File: src/rtl/rggen_address_decoder_pkg.sv
// Shared types and constants for the register-block access sequencer.
// Holds the sequencer state encoding and the response status codes
// returned to the host bus adapter.
package rggen_address_decoder_pkg;

  typedef enum logic [1:0] {
    IDLE    = 2'd0,
    DECODE  = 2'd1,
    ACCESS  = 2'd2,
    RESPOND = 2'd3
  } state_e;

  localparam logic [1:0] STATUS_OK           = 2'b00;
  localparam logic [1:0] STATUS_DECODE_ERROR = 2'b10;
  localparam logic [1:0] STATUS_TIMEOUT      = 2'b11;

endpackage

File: src/rtl/rggen_address_range_match.sv
// Single-window address comparator.
// Ports:
//   address - captured command address
//   index   - captured indirect index
//   match   - high when the address falls inside [START_ADDRESS, END_ADDRESS]
//             and, for indirect windows, the index equals INDEX_VALUE
module rggen_address_range_match #(
  parameter int                      ADDRESS_WIDTH = 16,
  parameter int                      INDEX_WIDTH   = 1,
  parameter logic [ADDRESS_WIDTH-1:0] START_ADDRESS = '0,
  parameter logic [ADDRESS_WIDTH-1:0] END_ADDRESS   = '0,
  parameter bit                      INDIRECT      = 1'b0,
  parameter logic [INDEX_WIDTH-1:0]   INDEX_VALUE   = '0
) (
  input  logic [ADDRESS_WIDTH-1:0] address,
  input  logic [INDEX_WIDTH-1:0]   index,
  output logic                     match
);

  localparam logic [ADDRESS_WIDTH-1:0] SPAN = END_ADDRESS - START_ADDRESS;

  logic [ADDRESS_WIDTH-1:0] offset;
  logic                     address_hit;
  logic                     index_hit;

  // Offset from window start wraps to a large value below the start, so a
  // single unsigned compare against the span covers both bounds. A zero span
  // degenerates to exact equality with the start address.
  always_comb begin
    offset      = address - START_ADDRESS;
    address_hit = (offset <= SPAN);
    index_hit   = INDIRECT ? (index == INDEX_VALUE) : 1'b1;
    match       = address_hit && index_hit;
  end

endmodule

File: src/rtl/rggen_address_decoder_array.sv
// Multi-register access sequencer.
// Accepts one host command, decodes it against NUM_REGISTERS windows, drives
// a one-hot select to the winning register until it completes (or times out),
// then returns status and read data over a valid/ready response channel.
// Ports:
//   clk, rst_n               - clock, asynchronous active-low reset
//   i_command_valid/o_command_ready - command handshake (ready only in IDLE)
//   i_address, i_write, i_indirect_index - command payload
//   o_register_select, o_write - one-hot select and write flag to registers
//   i_register_ready, i_register_read_data - per-register completion and data
//   o_response_valid/i_response_ready - response handshake
//   o_response_status, o_read_data - response payload
module rggen_address_decoder_array
  import rggen_address_decoder_pkg::*;
#(
  parameter int ADDRESS_WIDTH        = 16,
  parameter int DATA_WIDTH           = 32,
  parameter int NUM_REGISTERS        = 4,
  parameter logic [NUM_REGISTERS*ADDRESS_WIDTH-1:0] START_ADDRESSES = '0,
  parameter logic [NUM_REGISTERS*ADDRESS_WIDTH-1:0] END_ADDRESSES   = '0,
  parameter logic [NUM_REGISTERS-1:0] INDIRECT_REGISTERS = '0,
  parameter int INDIRECT_INDEX_WIDTH = 1,
  parameter logic [NUM_REGISTERS*INDIRECT_INDEX_WIDTH-1:0] INDIRECT_INDEX_VALUES = '0,
  parameter int TIMEOUT_CYCLES       = 0
) (
  input  logic                                clk,
  input  logic                                rst_n,
  input  logic                                i_command_valid,
  output logic                                o_command_ready,
  input  logic [ADDRESS_WIDTH-1:0]            i_address,
  input  logic                                i_write,
  input  logic [INDIRECT_INDEX_WIDTH-1:0]     i_indirect_index,
  output logic [NUM_REGISTERS-1:0]            o_register_select,
  output logic                                o_write,
  input  logic [NUM_REGISTERS-1:0]            i_register_ready,
  input  logic [NUM_REGISTERS*DATA_WIDTH-1:0] i_register_read_data,
  output logic                                o_response_valid,
  input  logic                                i_response_ready,
  output logic [1:0]                          o_response_status,
  output logic [DATA_WIDTH-1:0]               o_read_data
);

  localparam int COUNT_WIDTH =
    ($clog2(TIMEOUT_CYCLES + 1) < 1) ? 1 : $clog2(TIMEOUT_CYCLES + 1);
  localparam logic [COUNT_WIDTH-1:0] TIMEOUT_LAST = COUNT_WIDTH'(TIMEOUT_CYCLES - 1);

  state_e                       state;
  state_e                       next_state;
  logic [ADDRESS_WIDTH-1:0]     address_q;
  logic                         write_q;
  logic [INDIRECT_INDEX_WIDTH-1:0] index_q;
  logic [NUM_REGISTERS-1:0]     select_q;
  logic [1:0]                   status_q;
  logic [DATA_WIDTH-1:0]        read_data_q;
  logic [COUNT_WIDTH-1:0]       timeout_count;

  logic [NUM_REGISTERS-1:0]     window_match;
  logic [NUM_REGISTERS-1:0]     hit_select;
  logic                         hit_found;
  logic [DATA_WIDTH-1:0]        selected_data;
  logic                         ready_hit;
  logic                         timeout_hit;

  for (genvar i = 0; i < NUM_REGISTERS; i++) begin : g_window
    rggen_address_range_match #(
      .ADDRESS_WIDTH (ADDRESS_WIDTH),
      .INDEX_WIDTH   (INDIRECT_INDEX_WIDTH),
      .START_ADDRESS (START_ADDRESSES[i*ADDRESS_WIDTH +: ADDRESS_WIDTH]),
      .END_ADDRESS   (END_ADDRESSES[i*ADDRESS_WIDTH +: ADDRESS_WIDTH]),
      .INDIRECT      (INDIRECT_REGISTERS[i]),
      .INDEX_VALUE   (INDIRECT_INDEX_VALUES[i*INDIRECT_INDEX_WIDTH +: INDIRECT_INDEX_WIDTH])
    ) u_match (
      .address (address_q),
      .index   (index_q),
      .match   (window_match[i])
    );
  end

  // Priority encoder: overlapping windows resolve to the lowest index so the
  // registered select is always one-hot.
  always_comb begin
    hit_select = '0;
    hit_found  = 1'b0;
    for (int i = 0; i < NUM_REGISTERS; i++) begin
      if (window_match[i] && !hit_found) begin
        hit_select[i] = 1'b1;
        hit_found     = 1'b1;
      end
    end
  end

  // Completion is taken only from the selected register; other ready bits
  // are masked off. Timeout fires on the last allowed ACCESS cycle.
  always_comb begin
    selected_data = '0;
    for (int i = 0; i < NUM_REGISTERS; i++) begin
      if (select_q[i]) begin
        selected_data = i_register_read_data[i*DATA_WIDTH +: DATA_WIDTH];
      end
    end
    ready_hit   = |(i_register_ready & select_q);
    timeout_hit = (TIMEOUT_CYCLES > 0) && (timeout_count == TIMEOUT_LAST);
  end

  // State register.
  always_ff @(posedge clk or negedge rst_n) begin
    if (!rst_n) begin
      state <= IDLE;
    end else begin
      state <= next_state;
    end
  end

  // Next-state logic; ready takes precedence over timeout in ACCESS.
  always_comb begin
    next_state = state;
    case (state)
      IDLE:    if (i_command_valid) next_state = DECODE;
      DECODE:  next_state = hit_found ? ACCESS : RESPOND;
      ACCESS:  if (ready_hit || timeout_hit) next_state = RESPOND;
      RESPOND: if (i_response_ready) next_state = IDLE;
      default: next_state = IDLE;
    endcase
  end

  // Datapath: command capture, decode result, completion capture and the
  // ACCESS-cycle counter. Status and data stay frozen through RESPOND.
  always_ff @(posedge clk or negedge rst_n) begin
    if (!rst_n) begin
      address_q     <= '0;
      write_q       <= 1'b0;
      index_q       <= '0;
      select_q      <= '0;
      status_q      <= STATUS_OK;
      read_data_q   <= '0;
      timeout_count <= '0;
    end else begin
      case (state)
        IDLE: begin
          if (i_command_valid) begin
            address_q   <= i_address;
            write_q     <= i_write;
            index_q     <= i_indirect_index;
            status_q    <= STATUS_OK;
            read_data_q <= '0;
          end
        end
        DECODE: begin
          select_q      <= hit_select;
          timeout_count <= '0;
          if (!hit_found) begin
            status_q    <= STATUS_DECODE_ERROR;
            read_data_q <= '0;
          end
        end
        ACCESS: begin
          if (ready_hit) begin
            status_q    <= STATUS_OK;
            read_data_q <= write_q ? '0 : selected_data;
            select_q    <= '0;
          end else if (timeout_hit) begin
            status_q    <= STATUS_TIMEOUT;
            read_data_q <= '0;
            select_q    <= '0;
          end else if (TIMEOUT_CYCLES > 0) begin
            timeout_count <= timeout_count + 1'b1;
          end
        end
        default: ;
      endcase
    end
  end

  // Outputs; the select is gated by state so an asynchronous reset drops it
  // immediately.
  always_comb begin
    o_command_ready   = (state == IDLE);
    o_register_select = (state == ACCESS) ? select_q : '0;
    o_write           = write_q;
    o_response_valid  = (state == RESPOND);
    o_response_status = status_q;
    o_read_data       = read_data_q;
  end

endmodule

File: config.mk
export PLATFORM = sky130hd
export DESIGN_NAME = rggen_address_decoder_array
export DESIGN_NICKNAME = d
export VERILOG_FILES = /design/src/rtl/rggen_address_decoder_pkg.sv /design/src/rtl/rggen_address_range_match.sv /design/src/rtl/rggen_address_decoder_array.sv
export SDC_FILE = /design/constraint.sdc
export NUM_CORES = 1
export LEC_CHECK = 0
export BUFFER_PORTS_ARGS = -buffer_cell sky130_fd_sc_hd__buf_4
export CORE_UTILIZATION = 39
export DETAILED_ROUTE_END_ITERATION = 7
export PLACE_DENSITY = 0.8
export SYNTH_ARGS = -nofsm -noshare
export SYNTH_HDL_FRONTEND = slang
export SYNTH_SLANG_ARGS = --single-unit
File: constraint.sdc
create_clock -name clk -period 2.6 [get_ports clk]
set_clock_uncertainty 0.15 [all_clocks]
set_input_delay 0.13 -clock clk [delete_from_list [all_inputs] [get_ports clk]]
set_output_delay 0.13 -clock clk [all_outputs]
set_load 0.1 [all_outputs]
## Word level (Yosys, flattened, before mapping)

Cells that the tools add are included.

- Order comparisons: 1
- Equal/unequal tests: 7
- Multiplexer cells: 28
- Bitwise logic cells: 1
- Reduce and logical (&&, ||, !) cells: 14

Operators by type and width:

| operator | count |
|---|---|
| two-way mux 32 bit | 8 |
| one-hot mux 32 bit (3 select lines) | 1 |
| less-or-equal comparator 16 x 1 -> 1 bit (second input constant) | 1 |
| two-way mux 2 bit | 6 |
| two-way mux 1 bit | 8 |
| two-way mux 4 bit | 2 |
| one-hot mux 2 bit (4 select lines) | 1 |
| one-hot mux 4 bit (2 select lines) | 1 |
| != test 2 bit (second input constant) | 3 |
| one-hot mux 2 bit (3 select lines) | 1 |
| bitwise AND 4 bit | 1 |
| equality test 2 bit (second input constant) | 2 |
| AND reduction 2 bit | 2 |
| AND reduction 4 bit | 1 |
| OR reduction 4 bit | 1 |
| logical AND 1 bit | 3 |
| logical NOT 1 bit | 3 |
| AND reduction 3 bit | 1 |
| nonzero test 3 bit | 1 |
| equality test 2 x 1 -> 1 bit (second input constant) | 1 |
| logical NOT 2 bit | 1 |
| != test 2 x 1 -> 1 bit (second input constant) | 1 |
| nonzero test 2 bit | 1 |

- Flip-flop bits (word level): 57
- Bits of input ports: 154
- Logic and storage cells: 57

## Depth between registers and ports, before layout

- Word-level depth: 13
- Gate-level depth with buffers: 7

## Cells and area by module

A second synthesis with hierarchy kept.

- Cell total of the unflattened synthesis: 301
- Area total of the unflattened synthesis: 3259.4 um^2

By module, submodules not included:

| module | times used | cells each | area an instance (um^2) |
|---|---|---|---|
| rggen_address_decoder_array | 1 | 281 | 3124.2 |
| rggen_address_range_match | 4 | 5 | 33.8 |

## Worst setup path after synthesis

No wires, ideal clock.

- Path type: reg-to-reg
- Start: register state[0]
- End: register write_q (netlist: o_write)
- Arrival time: 2.319 ns
- Data required time: 2.324 ns
- Path slack: 0.005 ns
- Stages on the path, launching flop included: 6
- Period minus slack after synthesis: 2.595 ns
- Cells stage by stage: dfrtp_1 inv_1 ha_1 nand2_1 buf_2 mux2_2

- Longest elaborated chain between the ends: 2

Ends and longest elaborated chain:

| what | line | text |
|---|---|---|
| start: declaration | rggen_address_decoder_array.sv:47 | `state_e state;` |
| start signal: assignment | rggen_address_decoder_array.sv:110 | `state <= next_state;` |
| logical NOT 2 bit | n/a |  |
| net o_command_ready | rggen_address_decoder_array.sv:29 | `output logic o_command_ready,` |
| AND reduction 2 bit (no source line) | n/a |  |
| end signal: assignment | rggen_address_decoder_array.sv:142 | `write_q <= i_write;` |
| end: declaration | rggen_address_decoder_array.sv:50 | `logic write_q;` |

The timed path passes the listed nets, and every way through them passes these cells.
A chain may end at the register's enable or synchronous reset.

## Worst setup path in the final report

- Start: register state[0]
- End: register read_data_q[24] (netlist: o_read_data[24])

- Longest elaborated chain between the ends: 3
- Elaborated cells on any way between the ends: 9
- Those cells by class: 5 x eq/ne; 1 x mux; 3 x reduce/logical

Ends and longest elaborated chain:

| what | line | text |
|---|---|---|
| equality test 2 x 1 -> 1 bit (tied with other cells) | rggen_address_decoder_array.sv:138 | `case (state)` |
| != test 2 bit (no source line) or nonzero test 3 bit (tied branches) | n/a |  |
| AND reduction 4 bit (no source line) | n/a |  |
| end signal: assignment | rggen_address_decoder_array.sv:159 | `read_data_q <= write_q ? '0 : selected_data;` |
| end: declaration | rggen_address_decoder_array.sv:54 | `logic [DATA_WIDTH-1:0] read_data_q;` |

Several ways; a longest one is shown, not always the timed one.

==> impl_metrics.csv <==
group,metric,value,unit
logic_synthesis,synth_top_family_by_area,"multiplexers",
logic_synthesis,synth_mux_area_frac,0.213,
detailed_routing,wl_per_cell,13.4,um
timing,slew_headroom,0.561,
clocking,cts_root_buf,"clkbuf_8",
clocking,cts_resized,0,
critical_path,critPathCaptureType,"flip-flop",
critical_path,cp_max_fo,32,
clocking,clockBufferDepth,2,
placement,place_hpwl,3560,um
detailed_routing,drc,0,
logic_synthesis,synth_warnings,0,
timing,whs,0.125,ns
critical_path,reg2reg_slack,0.52,ns
floorplanning,start_util,0.406,
run_status,status,"finished clean",
clocking,cts_tree,"done",
detailed_routing,route.vias.total,1950,
logic_synthesis,ys_types,27,
finish,multi_input_area,875,sq um
clocking,clkTransAtPathRegs,0.09,ns
timing,fin_tns_setup,0,ns
critical_path,path_class,"flip-flop to flip-flop",
logic_synthesis,ys_seq_area_frac,0.552,
timing,slew_violations,0,
power,p_leak,1.82,nW
floorplanning,io_pins,195,
clocking,htree_levels,2,
logic_synthesis,synth_cells,211,
power,power,4.15,mW
logic_synthesis,ys_ff_latch,53,
grt,grt_usage,0.185,
finish,seqCellArea,0.00133,sq mm
floorplanning,die_x,80.5,um
finish,diodes,0,
logic_synthesis,synth_fa_ha_area_frac,0.0208,
finish,final_net_count,512,
placement,port_buffers,90,
finish,finalNonFillerCells,429,
detailed_routing,wl,5740,um
floorplanning,core_area,0.00592,sq mm
logic_synthesis,synth-edff-count,0,
critical_path,crit_chain,"inv_1 > ha_1 > a21bo_2 > nand3_1 > o21ai_4 > buf_12 > mux2i_1",
min_path,hp-class,"input port to flip-flop",
power,ir_worst_vdd,0.000767,V
detailed_routing,first_iter_violations,38,
grt,grt_pass1_vias,2035,
detailed_routing,wl_met3,348,um
detailed_routing,viasPerCell,4.55,
timing,rsz0062_at_grt,"false",
logic_synthesis,synth_top_area_cell,"dfrtp_1",
grt,grt_pass1_wl,9220,um
logic_synthesis,syn_area_per_cell,11.4,sq um
floorplanning,dieHeight,80.5,um
logic_synthesis,synthTopCellsByCount,"53 x dfrtp_1, 36 x inv_1, 35 x nand2_1",
logic_synthesis,syn-cell-area,0.00240,sq mm
finish,drive_gt1_frac,0.347,
critical_path,cp.arrival,2.15,ns
job,drv_cap,0,
clocking,cts_sinks,53,
logic_synthesis,synth-simple-area-share,0.0875,
placement,placed_area,0.00314,sq mm
logic_synthesis,yosysMostFrequentCell,"dfrtp_1",
timing,fin_crit,2.08,ns
floorplanning,die_area,0.00648,sq mm
detailed_routing,wl_met1,2320,um
logic_synthesis,synthTopCellsByArea,"dfrtp_1 55%, mux2i_1 13%, mux2_2 8.0%, inv_1 5.6%, nand2_1 5.5%",
detailed_routing,final_antenna_net_count,0,
grt,antenna_found_initial,0,
logic_synthesis,ys.flop_type,"dfrtp_1",
timing,worstMarginPinSlew,0.658,ns
finish,syn_to_final_growth,56.3,%
grt,grt_max_degree,54,
logic_synthesis,ys_async_sr_fraction,1.00,
timing,hold_violations,0,
logic_synthesis,synth_top_area_frac,0.552,
timing,clock.fmax,481,MHz
detailed_routing,topRoutingLayerUsed,"met4",
finish,fillCellCount,450,
timing,setup_viol,0,
critical_path,crit_slowest_cell,"dfrtp_1",
logic_synthesis,synth_compound_area_frac,0.0354,
detailed_routing,wl_met2,3000,um
clocking,numCtsBuffers,5,
finish,final_area,0.00375,sq mm
power,pwr_density_cell,1110,mW/mm^2
clocking,clk-insertion-delay-late,0.30,ns
grt,grt_remaining_overflow,0,
logic_synthesis,synth-xor-area-share,0,
placement,routabilityCongestion,0.655,
critical_path,slowest_delay,0.42,ns
critical_path,crit_path_start_kind,"flip-flop",
floorplanning,rows,28,
critical_path,cp.required,2.67,ns
placement,dp.cells,371,
timing,fin_crit_sh,0.799,
detailed_routing,dr.pass1.iters,4,
[layout make-up]
cell class | instances | area share
Sequential cell | 53 | 0.353
Multi-Input combinational cell | 114 | 0.233
Clock buffer | 5 | 0.0183
Timing Repair Buffer | 144 | 0.325
Tap cell | 75 | 0.0250
Inverter | 36 | 0.0360
Clock inverter | 2 | 0.00933
[cell usage in the layout, fill, tap and decap left out]
master,Yosys,routed
a21bo_2,1,1
a21oi_1,1,1
a2bb2oi_1,1,1
a31o_2,1,1
and2_1,1,1
and4_2,1,1
buf_12,0,1
buf_4,4,92
bufinv_16,0,1
clkbuf_8,0,5
clkinv_2,0,1
conb_1,1,4
dfrtp_1,53,53
dlygate4sd3_1,0,51
ha_1,4,4
inv_1,36,36
mux2_2,17,17
mux2i_1,32,32
nand2_1,35,35
nand2b_1,2,2
nand3_1,1,1
nand4b_1,1,1
nor2_1,3,2
nor2_2,0,1
nor4_1,4,4
o2111ai_2,1,1
o211ai_1,1,1
o21ai_0,1,1
o21ai_4,1,1
o32ai_1,1,1
[path summary, 6_finish.rpt]
kind / start / depth (start not counted) / end
min in group asynchronous: rst_n / 2 / o_read_data[1]
max reg2reg: state[0] / 7 / o_read_data[24]
max: state[0] / 7 / o_read_data[24]
min: i_response_ready / 3 / state[1]
min reg2reg: o_response_status[1] / 2 / o_response_status[1]
max in group asynchronous: rst_n / 2 / address_q[14]
[cells by family after synthesis]
| kind of cell | after synthesis |
|---|---|
| mux | 49 |
| compound gates | 9 |
| other cells | 1 |
| fa+ha+maj | 4 |
| simple gates | 48 |
| buf+inv | 47 |
| flops | 53 |
[metal layers]
metal / GRT usage / vias up
met5: 0 / -
met4: 0.0589 / 0
met3: 0.0386 / 10
met2: 0.336 / 64
met1: 0.216 / 919
li1: - / 957
[report_power, final]
group | internal (mW) | total [mW] | leakage (nW) | switching, mW
Clock | 0.280 | 0.534 | 0.0540 | 0.254
Combinational | 0.816 | 2.39 | 1.07 | 1.57
Sequential | 1.08 | 1.23 | 0.693 | 0.151
Total | 2.18 | 4.15 | 1.82 | 1.98
[worst max-delay path, delay by kind of cell, from the launching register on]
| family | cells | cell delay (ns) |
|---|---|---|
| compound gates | 2 | 0.43 |
| fa+ha+maj | 1 | 0.25 |
| buf+inv | 2 | 0.35 |
| flops | 1 | 0.42 |
| mux | 1 | 0.24 |
| simple gates | 1 | 0.15 |
[flip-flops by register name, summed over array words and instances (netlist names)]
name and flops:
o_read_data 32, address_q 16, state 2, o_response_status 1, o_write 1, select_q 1
[timing repair]
action / CTS / global route
hold endpoints to repair: 103 / 0
buffers inserted: 0 / 0
hold buffers: 51 / 0
[through the flow]
| step | setup slack, ns | util |
|---|---|---|
| detailed placement | 0.530 | 0.530 |
| floorplan | 0.00528 | - |
| global route | 0.391 | 0.634 |
| finish | 0.522 | 0.634 |
| global placement | 0.621 | 0.530 |
| CTS | 0.501 | 0.634 |
No activity file was read; power rests on OpenSTA's default activity.
